## config.mk

```make
export PLATFORM = sky130hd
export DESIGN_NAME = ma_mem_arbiter
export DESIGN_NICKNAME = d
export VERILOG_FILES = /design/src/rtl/ma_mem_arbiter.sv
export SDC_FILE = /design/constraint.sdc
export NUM_CORES = 1
export LEC_CHECK = 0
export BUFFER_PORTS_ARGS = -buffer_cell sky130_fd_sc_hd__buf_2
export CAP_MARGIN = 20
export CORE_UTILIZATION = 45
export CTS_CLUSTER_SIZE = 40
export DETAILED_ROUTE_END_ITERATION = 6
export PLACE_DENSITY = 0.75
export SLEW_MARGIN = 20
export SYNTH_ARGS = -nofsm -noshare
export SYNTH_HDL_FRONTEND = slang
export SYNTH_SLANG_ARGS = --single-unit
```

## constraint.sdc

```tcl
create_clock -name clk -period 4 [get_ports clk]
set_input_delay 0.6 -clock clk [delete_from_list [all_inputs] [get_ports clk]]
set_output_delay 0.6 -clock clk [all_outputs]
set_load 0.02 [all_outputs]
```

## src/rtl/ma_mem_arbiter.sv

```systemverilog
// Shares one byte-wide synchronous SRAM between two 32-bit word requesters.
// Each word access becomes four big-endian byte beats; grants are round-robin or A-priority.
module ma_mem_arbiter #(
  parameter int ADDR_W     = 12,
  parameter bit FIXED_PRIO = 1'b0
) (
  input  logic              clk,
  input  logic              rst_n,
  input  logic              a_req_valid,
  output logic              a_req_ready,
  input  logic              a_req_we,
  input  logic [ADDR_W-1:0] a_req_addr,
  input  logic [31:0]       a_req_wdata,
  output logic              a_rsp_valid,
  output logic [31:0]       a_rsp_rdata,
  input  logic              b_req_valid,
  output logic              b_req_ready,
  input  logic              b_req_we,
  input  logic [ADDR_W-1:0] b_req_addr,
  input  logic [31:0]       b_req_wdata,
  output logic              b_rsp_valid,
  output logic [31:0]       b_rsp_rdata,
  output logic              mem_en,
  output logic              mem_we,
  output logic [ADDR_W-1:0] mem_addr,
  output logic [7:0]        mem_wdata,
  input  logic [7:0]        mem_rdata
);

  typedef enum logic [1:0] {IDLE, BEAT, FLUSH, RESP} state_t;

  state_t            state;
  logic [1:0]        k;
  logic              last_grant;  // 1 = port B was granted last
  logic              port_b;
  logic [23:0]       wbuf;
  logic [23:0]       rbuf;
  logic              pick_b;
  logic              accept;
  logic              sel_we;
  logic [ADDR_W-1:0] sel_addr;
  logic [31:0]       sel_wdata;

  // Ready is gated by rst_n so nothing is granted while reset is held.
  always_comb begin
    pick_b      = b_req_valid && (!a_req_valid || (!FIXED_PRIO && !last_grant));
    accept      = rst_n && (state == IDLE) && (a_req_valid || b_req_valid);
    a_req_ready = accept && !pick_b;
    b_req_ready = accept && pick_b;
    sel_we      = pick_b ? b_req_we    : a_req_we;
    sel_addr    = pick_b ? b_req_addr  : a_req_addr;
    sel_wdata   = pick_b ? b_req_wdata : a_req_wdata;
  end

  always_ff @(posedge clk or negedge rst_n) begin
    if (!rst_n) begin
      state       <= IDLE;
      k           <= 2'd0;
      last_grant  <= 1'b1;
      port_b      <= 1'b0;
      a_rsp_valid <= 1'b0;
      b_rsp_valid <= 1'b0;
      a_rsp_rdata <= 32'h0;
      b_rsp_rdata <= 32'h0;
      mem_en      <= 1'b0;
      mem_we      <= 1'b0;
      mem_addr    <= '0;
      mem_wdata   <= 8'h00;
    end else begin
      a_rsp_valid <= 1'b0;
      b_rsp_valid <= 1'b0;
      case (state)
        IDLE: begin
          if (accept) begin
            state      <= BEAT;
            k          <= 2'd0;
            port_b     <= pick_b;
            last_grant <= pick_b;
            mem_en     <= 1'b1;
            mem_we     <= sel_we;
            mem_addr   <= sel_addr;
            mem_wdata  <= sel_wdata[31:24];
          end
        end
        BEAT: begin
          k <= k + 2'd1;
          if (k == 2'd3) begin
            mem_en <= 1'b0;
            mem_we <= 1'b0;
            // mem_we still holds the latched direction of this transaction
            if (mem_we) begin
              state <= RESP;
              if (port_b) begin
                b_rsp_valid <= 1'b1;
                b_rsp_rdata <= 32'h0;
              end else begin
                a_rsp_valid <= 1'b1;
                a_rsp_rdata <= 32'h0;
              end
            end else begin
              state <= FLUSH;
            end
          end else begin
            mem_addr  <= mem_addr + ADDR_W'(1);
            mem_wdata <= wbuf[23:16];
          end
        end
        FLUSH: begin
          state <= RESP;
          if (port_b) begin
            b_rsp_valid <= 1'b1;
            b_rsp_rdata <= {rbuf, mem_rdata};
          end else begin
            a_rsp_valid <= 1'b1;
            a_rsp_rdata <= {rbuf, mem_rdata};
          end
        end
        RESP: state <= IDLE;
        default: state <= IDLE;
      endcase
    end
  end

  // Byte shifters: store bytes leave MSB first, load bytes arrive one cycle behind their beat.
  always_ff @(posedge clk) begin
    if (accept)
      wbuf <= sel_wdata[23:0];
    else if (state == BEAT)
      wbuf <= {wbuf[15:0], 8'h00};
    if (state == BEAT && k != 2'd0)
      rbuf <= {rbuf[15:0], mem_rdata};
  end

endmodule

```

==> results of run 1 <==
[layout make-up]
class	count	area, um2
Timing Repair Buffer	202	1040
Inverter	7	26.3
Clock buffer	18	429
Multi-Input combinational cell	380	2170
Fill cell	1089	5460
Sequential cell	142	3790
Clock inverter	14	155
Tap cell	176	220
[through the flow]
| stage | power, mW | hold slack (ns) |
|---|---|---|
| 6_report | 6.32 | 0.118 |
| 5_1_grt | 6.72 | 0.134 |
| 4_1_cts | 6.36 | 0.126 |
| 3_5_place_dp | 4.79 | 0.436 |
| 3_3_place_gp | 4.67 | 0.435 |
| 2_1_floorplan | 4.09 | 0.304 |
[power groups by stage]
stage	combinational, mW	sequential [mW]	clock (mW)
floorplan	1.32	2.77	0
global route	2.52	2.54	1.66
CTS	2.30	2.48	1.58
global placement	2.20	2.47	0
detailed placement	2.29	2.50	0
finish	2.29	2.48	1.56
[cells in the mapped netlist, drive strengths merged]
master,instances,area share [%]
buf,27,2.5
nand2,156,9.5
nor2b,4,0.40
a211oi,1,0.12
dfstp,1,0.43
o21a,2,0.24
o211a,2,0.32
nand3,9,0.73
a21bo,1,0.16
nor2,5,0.34
dfrtp,93,38
o31ai,1,0.12
a2bb2oi,5,0.71
mux2,15,2.9
nand4,4,0.40
a21boi,2,0.43
clkbuf,10,0.61
a21oi,11,0.89
and4,3,0.43
and3,3,0.30
or2,1,0.10
a21o,3,0.36
a31oi,2,0.20
nand3b,2,0.24
mux2i,15,2.4
or3,1,0.10
o211ai,3,0.53
o21ai,90,7.7
or4,1,0.12
nand2b,2,0.20
ha,8,1.6
inv,7,0.43
o22ai,2,0.20
a22oi,17,2.1
o22a,1,0.14
edfxtp,48,23
a22o,8,1.1
[sequential cells by signal (all words and copies together) (netlist names)]
name and cells:
wbuf 24, state 2, a_rsp_valid 1, rbuf 24, mem_wdata 8, b_rsp_valid 1, k 2, last_grant 1
mem_we 1, b_rsp_rdata 32, port_b 1, mem_addr 12, a_rsp_rdata 32, mem_en 1
[logic make-up after synthesis]
family | count (synthesis) | share of synthesized area (%)
AOI/OAI and AO/OA | 151 | 15.3
adders and majority gates | 8 | 1.62
buffers and inverters | 44 | 3.58
DFF | 142 | 61.4
muxes | 30 | 5.28
and+or+nand+nor | 191 | 12.9
[worst max-delay path, delay by kind of cell (launching register included)]
kind	cells	cell delay [ns]
adder cells (fa/ha/maj)	1	0.29
AND/OR/NAND/NOR	1	0.10
buffers and inverters	4	0.88
flip-flops	1	0.38
AO/OA/AOI/OAI	1	0.17
[metal layers]
layer / routed length (um) / share of wire [%] / GRT usage [%]
met4: 205 / 1.4 / 8.23
met3: 755 / 5.2 / 6.03
met5: 0 / 0 / 0
met1: 6050 / 42 / 25.4
met2: 7540 / 52 / 35.4
[how the worst min path moves through the flow]
stage	start	endpoint	slack, ns	depth (start not counted)
after floorplan	rst_n	a_rsp_rdata[0]	0.30	0
after global placement	rbuf[5]	rbuf[13]	0.44	0
after detailed placement	rbuf[1]	rbuf[9]	0.44	0
after CTS	rst_n	a_rsp_rdata[2]	0.13	1
after global routing	rst_n	a_rsp_rdata[4]	0.13	1
final	rst_n	a_rsp_rdata[4]	0.12	1
==> insert_results.sql, run 1 <==
INSERT INTO impl_metrics (metric_group, metric, value, unit) VALUES
('status', 'status', 'complete, no violations', ''),
('die', 'design.die.area', '14200', 'um2'),
('synthesis', 'number_of_library_cell_types_mapped_by_synthesis', '47', ''),
('cts', 'cts_sinks', '142', ''),
('layout', 'postLayoutCellArea', '7840', 'um2'),
('worst_setup_path', 'timing.rr.end', 'mem_wdata[2]', ''),
('placed_design', 'dp_slack', '1.33', 'ns'),
('cts', 'clkSlewWorstSetupHoldPaths', '0.06', 'ns'),
('power_and_ir_drop', 'p_clk_share', '24.7', '%'),
('synthesis', 'yosysWarnings', '0', ''),
('placed_design', 'buffer_ports.inserted', '191', ''),
('drt', 'detail_route.drc_violations', '0', ''),
('drt', 'dr_total_vias', '4859', ''),
('power_and_ir_drop', 'power_frac_comb', '36.2', '%'),
('timing', 'fin_skew', '0.00822', 'ns'),
('timing', 'setup_viol', '0', ''),
('global_routing', 'antenna_violations_before_repair', '0', ''),
('layout', 'insertedDiodeCount', '0', ''),
('layout', 'finalNonFillerCells', '939', ''),
('worst_setup_path', 'worstSetupEndpoint', 'a_req_ready', ''),
('timing', 'maxSlewViolCount', '0', ''),
('worst_setup_path', 'regToRegSetupSlack', '1.44', 'ns'),
('cts', 'ctsRootBufferMaster', 'sky130_fd_sc_hd__clkbuf_16', ''),
('power_and_ir_drop', 'power_leakage', '3.70', 'nW'),
('timing', 'finalCriticalPeriod', '2.85', 'ns'),
('drt', 'first_pass_iters', '5', ''),
('global_routing', 'first_global_vias', '4854', ''),
('drt', 'postRouteAntennaNets', '0', ''),
('worst_setup_path', 'reg2regPathDepth', '6', ''),
('cts', 'cts_tree', 'yes', ''),
('power_and_ir_drop', 'intPower', '3.89', 'mW'),
('die', 'core.rowCount', '42', ''),
('cts', 'bufs_on_longest_clock_path', '2', ''),
('worst_setup_path', 'critical-path-slowest-cell', 'sky130_fd_sc_hd__dfrtp_1', ''),
('placed_design', 'place.detailed.instances', '907', ''),
('timing', 'unrepaired_setup_endpoints_after_global_routing', 'no', ''),
('cts', 'cts_buffers', '17', ''),
('power_and_ir_drop', 'power.density', '807', 'nW/um2'),
('die', 'effective_utilization_at_floorplan', '46.5', '%'),
('power_and_ir_drop', 'seqPwrFrac', '39.2', '%'),
('global_routing', 'grt.total_usage', '21.0', '%'),
('worst_setup_path', 'worstSetupPathType', 'reg2out', ''),
('flow_run', 'cap_viol_max_count', '0', ''),
('power_and_ir_drop', 'p_sw', '2.43', 'mW'),
('worst_setup_path', 'cp-end-kind', 'output pin', ''),
('power_and_ir_drop', 'max-vdd-ir-drop', '0.000440', 'V'),
('cts', 'post_cts_resized', '0', ''),
('worst_setup_path', 'start_point_of_the_critical_path', 'state[0]', ''),
('layout', 'drive_above_1_share', '32.4', '%'),
('synthesis', 'ys_seq_elements', '142', ''),
('placed_design', 'gp_congestion', '0.826', ''),
('timing', 'fin_ws', '1.15', 'ns'),
('synthesis', 'synthesis.nets', '676', ''),
('worst_setup_path', 'crit_path_max_fanout', '25', ''),
('layout', 'most_frequent_standard_cell_in_the_layout_excluding_fill_and_tap_cells', 'sky130_fd_sc_hd__buf_2', ''),
('worst_setup_path', 'crit_chain', 'inv_1 > ha_1 > o211ai_2 > buf_4 > nor2_2 > buf_4 > buf_2', ''),
('cts', 'htree_num_levels', '4', ''),
('worst_hold_path', 'min-delay-path-class', 'in2async', ''),
('timing', 'worst_slew_pin_slew', '0.883', 'ns'),
('drt', 'first_drt_iteration_drcs', '424', ''),
('drt', 'routed_wl', '14.6', 'mm'),
('synthesis', 'synth-seq-area-share', '61.4', '%'),
('power_and_ir_drop', 'power_switching_share', '38.4', '%'),
('die', 'std_cell_core_area', '13300', 'um2'),
('synthesis', 'mappedNetlistArea', '6180', 'um2'),
('worst_setup_path', 'max_stage_delay', '0.38', 'ns'),
('cts', 'cts_hold_buffers', '0', ''),
('placed_design', 'hpwl', '10.1', 'mm'),
('global_routing', 'grt_start_max_net_pins', '63', ''),
('die', 'top_level_ports', '192', ''),
('worst_setup_path', 'startpoint_type', 'flop', '');
(Power assumes the default switching activity.)
==> run 2, diff against run 1 <==
--- a/config.mk
+++ b/config.mk
@@ -5,6 +5,7 @@
 export SDC_FILE = /design/constraint.sdc
 export NUM_CORES = 1
 export LEC_CHECK = 0
+export ABC_AREA = 1
 export BUFFER_PORTS_ARGS = -buffer_cell sky130_fd_sc_hd__buf_2
 export CAP_MARGIN = 20
 export CORE_UTILIZATION = 45
==> constraint.sdc (replaced) <==
create_clock -name clk -period 2.8 [get_ports clk]
set_input_delay 0.42 -clock clk [delete_from_list [all_inputs] [get_ports clk]]
set_output_delay 0.42 -clock clk [all_outputs]
set_load 0.02 [all_outputs]
==> insert_results.sql, run 2 <==
INSERT INTO impl_metrics (metric_group, metric, value, unit) VALUES
('placed_design', 'dp_slack', '0.486', 'ns'),
('placed_design', 'buffer_ports.inserted', '191', ''),
('drt', 'first_pass_iters', '4', ''),
('worst_setup_path', 'critical-path-slowest-cell', 'sky130_fd_sc_hd__dfrtp_1', ''),
('layout', 'most_frequent_cells_in_the_layout', 'sky130_fd_sc_hd__nand2_1 (238), sky130_fd_sc_hd__buf_2 (190), sky130_fd_sc_hd__dfrtp_1 (93)', ''),
('timing', 'worst_slew_pin_slew', '0.781', 'ns'),
('flow_run', 'cap_viol_max_count', '0', ''),
('worst_setup_path', 'required_time_of_the_critical_path', '2.38', 'ns'),
('layout', 'most_frequent_standard_cell_in_the_layout_excluding_fill_and_tap_cells', 'sky130_fd_sc_hd__nand2_1', ''),
('global_routing', 'grt_start_max_net_pins', '65', ''),
('global_routing', 'grt_pass1_wl', '24.5', 'mm'),
('cts', 'htree_num_levels', '4', ''),
('synthesis', 'synth.cells.most_frequent', 'sky130_fd_sc_hd__nand2_1 (238), sky130_fd_sc_hd__dfrtp_1 (93), sky130_fd_sc_hd__o21ai_0 (80), sky130_fd_sc_hd__edfxtp_1 (48), sky130_fd_sc_hd__nor2_1 (40)', ''),
('synthesis', 'synthesis.nets', '773', ''),
('placed_design', 'place.detailed.instances', '1006', ''),
('die', 'core.rowCount', '42', ''),
('worst_setup_path', 'crit_path_max_fanout', '25', ''),
('timing', 'unrepaired_setup_endpoints_after_global_routing', 'no', ''),
('synthesis', 'avgSynthCellArea', '9.34', 'um2'),
('die', 'chipHeight', '119', 'um'),
('cts', 'postCtsSetupBuffers', '0', ''),
('drt', 'first_drt_iteration_drcs', '380', ''),
('drt', 'dr_total_vias', '5156', ''),
('layout', 'postLayoutCellArea', '7900', 'um2'),
('die', 'design.die.area', '14200', 'um2'),
('synthesis', 'netlist.top_cell.by_area', 'sky130_fd_sc_hd__dfrtp_1', ''),
('global_routing', 'antenna_violations_before_repair', '0', ''),
('timing', 'fin_skew', '0.00733', 'ns'),
('worst_setup_path', 'max_stage_delay', '0.39', 'ns'),
('synthesis', 'synth.top_cells.by_area', 'sky130_fd_sc_hd__dfrtp_1 (38%), sky130_fd_sc_hd__edfxtp_1 (23%), sky130_fd_sc_hd__nand2_1 (14%)', ''),
('placed_design', 'hpwl', '10.3', 'mm'),
('worst_setup_path', 'regToRegSetupSlack', '0.50', 'ns'),
('die', 'effective_utilization_at_floorplan', '46.4', '%'),
('cts', 'ctsRootBufferMaster', 'sky130_fd_sc_hd__clkbuf_16', ''),
('timing', 'maxSlewViolCount', '0', ''),
('worst_setup_path', 'crit_chain', 'inv_1 > ha_1 > nand2_1 > nor2_1 > nand2_1 > inv_2 > buf_2', ''),
('worst_setup_path', 'worst-path-buf-inv', '3', ''),
('layout', 'finalNonFillerCells', '1038', ''),
('synthesis', 'post-synth-top-count-cell', 'sky130_fd_sc_hd__nand2_1', ''),
('synthesis', 'yosysWarnings', '0', ''),
('timing', 'timing.setup.tns', '0', 'ns'),
('synthesis', 'synthArstFlopShare', '66.2', '%'),
('layout', 'insertedDiodeCount', '0', ''),
('cts', 'clkSlewWorstSetupHoldPaths', '0.06', 'ns'),
('worst_setup_path', 'startpoint_type', 'flop', ''),
('synthesis', 'number_of_library_cell_types_mapped_by_synthesis', '31', ''),
('synthesis', 'synthCells', '663', ''),
('layout', 'flow.area_growth_from_synthesis', '27.6', '%'),
('timing', 'hold_violations', '0', ''),
('global_routing', 'first_global_vias', '5033', ''),
('drt', 'vias_per_cell', '4.97', ''),
('power_and_ir_drop', 'finalPower', '9.40', 'mW'),
('die', 'std_cell_core_area', '13300', 'um2'),
('die', 'dieWidth', '119', 'um'),
('worst_setup_path', 'worstSetupPathType', 'reg2out', ''),
('synthesis', 'synth_enable_flop_cells', '48', ''),
('synthesis', 'mappedNetlistArea', '6190', 'um2'),
('global_routing', 'global_route.overflow_total', '0', ''),
('layout', 'largestRegisters', 'a_rsp_rdata (32), b_rsp_rdata (32)', ''),
('timing', 'fin_ws', '0.279', 'ns'),
('status', 'status', 'complete, no violations', ''),
('timing', 'whs', '0.0609', 'ns'),
('drt', 'postRouteAntennaNets', '0', ''),
('cts', 'cts_buffers', '17', ''),
('placed_design', 'dpl-instance-area', '7280', 'um2'),
('drt', 'detail_route.drc_violations', '0', ''),
('synthesis', 'synth-seq-area-share', '61.3', '%'),
('cts', 'insertion_delay', '0.42', 'ns'),
('cts', 'cts_tree', 'yes', ''),
('worst_hold_path', 'min-delay-path-class', 'in2async', ''),
('layout', 'nets', '959', ''),
('synthesis', 'dominantRegCellSynth', 'sky130_fd_sc_hd__dfrtp_1', ''),
('cts', 'post_cts_resized', '0', ''),
('cts', 'cts_hold_buffers', '0', ''),
('cts', 'cts_sinks', '142', ''),
('synthesis', 'ys_seq_elements', '142', ''),
('power_and_ir_drop', 'power_leakage', '3.91', 'nW'),
('global_routing', 'grt.total_usage', '22.3', '%'),
('drt', 'post_drt_wl_per_cell', '14.3', 'um'),
('timing', 'setup_viol', '0', ''),
('timing', 'achievable-frequency', '397', 'MHz'),
('die', 'top_level_ports', '192', ''),
('layout', 'drive_above_1_share', '29.1', '%'),
('placed_design', 'gp_congestion', '0.812', ''),
('drt', 'routed_wl', '14.9', 'mm'),
('timing', 'finalCriticalPeriod', '2.52', 'ns'),
('worst_setup_path', 'cpMostUsedCell', 'sky130_fd_sc_hd__nand2_1', ''),
('layout', 'utilization', '59.2', '%'),
('worst_setup_path', 'cp-end-kind', 'output pin', ''),
('power_and_ir_drop', 'max-vdd-ir-drop', '0.000578', 'V'),
('worst_setup_path', 'data_arrival_critical_path', '2.10', 'ns'),
('cts', 'bufs_on_longest_clock_path', '2', ''),
('worst_setup_path', 'path_delay_family', 'buffers and inverters', ''),
('power_and_ir_drop', 'power.density', '1190', 'nW/um2'),
('synthesis', 'yosys.area.top_type_share', '37.6', '%'),
('timing', 'relSlewSlack', '47.9', '%'),
('timing', 'period_share', '90.0', '%');
run 2: path summary, 6_finish.rpt:
kind / cells after the start / endpoint / start
worst max-delay path: 7 / a_req_ready / state[0]
worst min-delay path: 2 / mem_addr[6] / rst_n
worst max register to register: 7 / wbuf[21] / state[0]
worst min register to register: 0 / rbuf[12] / rbuf[4]
max in group asynchronous: 3 / a_rsp_rdata[14] / rst_n
min in group clk: 1 / rbuf[6] / mem_rdata[6]
run 2: layout make-up:
cell class	count	area [um2]
Clock buffer	18	429
Clock inverter	14	191
Tap cell	176	220
Sequential cell	142	3790
Fill cell	1159	5450
Timing Repair Buffer	200	1030
Multi-Input combinational cell	455	2110
Inverter	33	129
run 2: cells by family after synthesis:
group | count (synthesis) | synth area share [%]
xor gates and xnor gates | 2 | 0.283
AOI/OAI and AO/OA | 125 | 11.3
adders and majority gates | 8 | 1.62
and+or+nand+nor | 320 | 20.8
DFF | 142 | 61.3
buffers and inverters | 66 | 4.69
run 2: per-layer routing:
metal | up-vias | global-route usage, % | wire length (um)
met5 | - | 0 | 0
met4 | 0 | 7.75 | 265
met3 | 19 | 7.52 | 818
met2 | 149 | 36.4 | 7310
met1 | 2434 | 27.5 | 6480
li1 | 2554 | - | -
run 2: power breakdown:
| group | switching, mW | internal (mW) |
|---|---|---|
| clock | 0.938 | 1.44 |
| sequential | 0.459 | 3.09 |
| combinational | 2.38 | 1.10 |
| total | 3.78 | 5.62 |
==> run 3, diff against run 2 <==
==> constraint.sdc (replaced) <==
create_clock -name clk -period 3.2 [get_ports clk]
set_input_delay 0.48 -clock clk [delete_from_list [all_inputs] [get_ports clk]]
set_output_delay 0.48 -clock clk [all_outputs]
set_load 0.02 [all_outputs]
==> insert_results.sql, run 3 (synthesis results as in run 2) <==
INSERT INTO impl_metrics (metric_group, metric, value, unit) VALUES
('power_and_ir_drop', 'power.density', '1030', 'nW/um2'),
('timing', 'hold_violations', '0', ''),
('drt', 'routed_wl', '15.2', 'mm'),
('power_and_ir_drop', 'power_frac_comb', '37.7', '%'),
('flow_run', 'cap_viol_max_count', '0', ''),
('global_routing', 'antenna_violations_before_repair', '0', ''),
('layout', 'insertedDiodeCount', '0', ''),
('worst_setup_path', 'required_time_of_the_critical_path', '2.72', 'ns'),
('power_and_ir_drop', 'power_switching_share', '40.2', '%'),
('power_and_ir_drop', 'power_leakage', '3.89', 'nW'),
('die', 'top_level_ports', '192', ''),
('worst_setup_path', 'max_stage_delay', '0.40', 'ns'),
('drt', 'vias_per_cell', '4.96', ''),
('die', 'chipHeight', '119', 'um'),
('global_routing', 'first_global_vias', '4878', ''),
('global_routing', 'grt_start_max_net_pins', '67', ''),
('status', 'status', 'complete, no violations', ''),
('layout', 'utilization', '58.9', '%'),
('cts', 'insertion_delay', '0.41', 'ns'),
('power_and_ir_drop', 'max-vdd-ir-drop', '0.000440', 'V'),
('layout', 'drive_above_1_share', '29.0', '%'),
('power_and_ir_drop', 'p_clk_share', '23.7', '%'),
('global_routing', 'grt_pass1_wl', '24.2', 'mm'),
('cts', 'cts_tree', 'yes', ''),
('cts', 'clkSlewWorstSetupHoldPaths', '0.06', 'ns'),
('global_routing', 'grt.total_usage', '22.2', '%'),
('drt', 'first_drt_iteration_drcs', '367', ''),
('timing', 'setup_viol', '0', ''),
('timing', 'worst_slew_pin_slew', '0.818', 'ns'),
('layout', 'number_of_filler_instances_in_the_final_layout', '1199', ''),
('worst_hold_path', 'min-delay-path-class', 'in2async', ''),
('worst_setup_path', 'crit_path_max_fanout', '25', ''),
('cts', 'post_cts_resized', '0', ''),
('worst_setup_path', 'critical-path-slowest-cell', 'sky130_fd_sc_hd__dfrtp_1', ''),
('die', 'std_cell_core_area', '13300', 'um2'),
('timing', 'unrepaired_setup_endpoints_after_global_routing', 'no', ''),
('cts', 'cts_sinks', '142', ''),
('worst_setup_path', 'cpMostUsedCell', 'sky130_fd_sc_hd__nand2_1', ''),
('drt', 'dr_total_vias', '5150', ''),
('power_and_ir_drop', 'p_sw', '3.25', 'mW'),
('cts', 'ctsRootBufferMaster', 'sky130_fd_sc_hd__clkbuf_16', ''),
('cts', 'cts_buffers', '17', ''),
('cts', 'htree_num_levels', '4', ''),
('placed_design', 'buffer_ports.inserted', '191', ''),
('layout', 'flow.area_growth_from_synthesis', '27.1', '%'),
('power_and_ir_drop', 'intPower', '4.83', 'mW'),
('timing', 'maxSlewViolCount', '0', ''),
('drt', 'post_drt_wl_per_cell', '14.6', 'um'),
('worst_setup_path', 'startpoint_type', 'flop', ''),
('die', 'core.rowCount', '42', ''),
('cts', 'postCtsSetupBuffers', '0', ''),
('power_and_ir_drop', 'seqPwrFrac', '38.6', '%'),
('die', 'design.die.area', '14200', 'um2'),
('global_routing', 'global_route.overflow_total', '0', ''),
('placed_design', 'hpwl', '10.6', 'mm'),
('drt', 'first_pass_iters', '7', ''),
('timing', 'timing.setup.tns', '0', 'ns'),
('timing', 'period_share', '83.8', '%'),
('timing', 'finalCriticalPeriod', '2.68', 'ns'),
('drt', 'postRouteAntennaNets', '0', ''),
('placed_design', 'gp_congestion', '0.788', ''),
('layout', 'most_frequent_cells_in_the_layout', 'sky130_fd_sc_hd__nand2_1 (238), sky130_fd_sc_hd__buf_2 (190), sky130_fd_sc_hd__dfrtp_1 (93)', ''),
('die', 'dieWidth', '119', 'um'),
('worst_setup_path', 'data_arrival_critical_path', '2.20', 'ns'),
('timing', 'relSlewSlack', '45.5', '%'),
('die', 'effective_utilization_at_floorplan', '46.4', '%'),
('layout', 'nets', '959', ''),
('drt', 'detail_route.drc_violations', '0', ''),
('layout', 'largestRegisters', 'a_rsp_rdata (32), b_rsp_rdata (32)', ''),
('worst_setup_path', 'worstSetupPathType', 'reg2out', ''),
('timing', 'fin_skew', '0.00858', 'ns'),
('worst_setup_path', 'crit_chain', 'inv_1 > ha_1 > nand2_1 > nor2_1 > nand2_1 > inv_2 > buf_2', ''),
('layout', 'most_frequent_standard_cell_in_the_layout_excluding_fill_and_tap_cells', 'sky130_fd_sc_hd__nand2_1', ''),
('timing', 'achievable-frequency', '373', 'MHz'),
('cts', 'bufs_on_longest_clock_path', '2', ''),
('cts', 'cts_hold_buffers', '0', ''),
('worst_setup_path', 'cp-end-kind', 'output pin', '');
## run 3: changes by cell type in the layout (fill, tap and decap cells not counted), sizes merged
cell	previous run	this run
inv	41	36
clkinvlp	0	1
bufinv	3	0
clkbuf	18	23
clkinv	3	5
## run 3: area by class of cell
cell class / count / area, um2 / share of cell area [%]
Tap cell: 176 / 220 / 2.80
Timing Repair Buffer: 200 / 1030 / 13.0
Sequential cell: 142 / 3790 / 48.2
Inverter: 33 / 129 / 1.64
Clock buffer: 23 / 522 / 6.63
Multi-Input combinational cell: 455 / 2110 / 26.8
Clock inverter: 9 / 67.6 / 0.859
## run 3: metrics by stage
step	setup slack, ns	std cells	hold WS, ns	cell area (um2)	total power [mW]
CTS	0.508	1038	0.114	7870	8.14
detailed placement	0.967	1006	0.434	7280	6.19
global placement	1.07	1006	0.432	7280	6.11
floorplan	0.739	663	0.184	6190	5.19
finish	0.517	1038	0.116	7870	8.08
global route	0.346	1038	0.136	7870	8.59
## run 3: worst paths after layout
kind	from	end	slack (ns)	cells past startpoint
worst max-delay path	state[0]	a_req_ready	0.52	7
worst min-delay path	rst_n	mem_addr[6]	0.12	2
worst max register to register	state[0]	wbuf[20]	1.00	8
worst min register to register	rbuf[3]	rbuf[11]	0.45	0
max in group asynchronous	rst_n	b_rsp_rdata[18]	1.92	3
min in group clk	mem_rdata[6]	rbuf[6]	0.26	1
## run 3: critical path: cells and delay by family (launching register included)
| family | cells | cell delay [ns] |
|---|---|---|
| flip-flops | 1 | 0.40 |
| buffers and inverters | 3 | 0.70 |
| AND/OR/NAND/NOR | 3 | 0.44 |
| adder cells (fa/ha/maj) | 1 | 0.23 |
## run 3: power groups by stage
| stage | clock [mW] | combinational [mW] | sequential (mW) |
|---|---|---|---|
| after CTS | 1.95 | 3.07 | 3.12 |
| after global routing | 2.03 | 3.38 | 3.19 |
| final | 1.92 | 3.04 | 3.12 |
| after detailed placement | 0 | 3.05 | 3.14 |
| after global placement | 0 | 3.00 | 3.11 |
| after floorplan | 0 | 1.61 | 3.58 |
## run 3: metal layers
metal	wire [um]	global-route usage (%)	vias to the layer above	share of wire, %
met2	7390	35.4	154	49
met5	0	0	-	0
li1	-	-	2563	-
met3	905	7.14	18	6.0
met1	6610	27.7	2415	44
met4	264	9.34	0	1.7
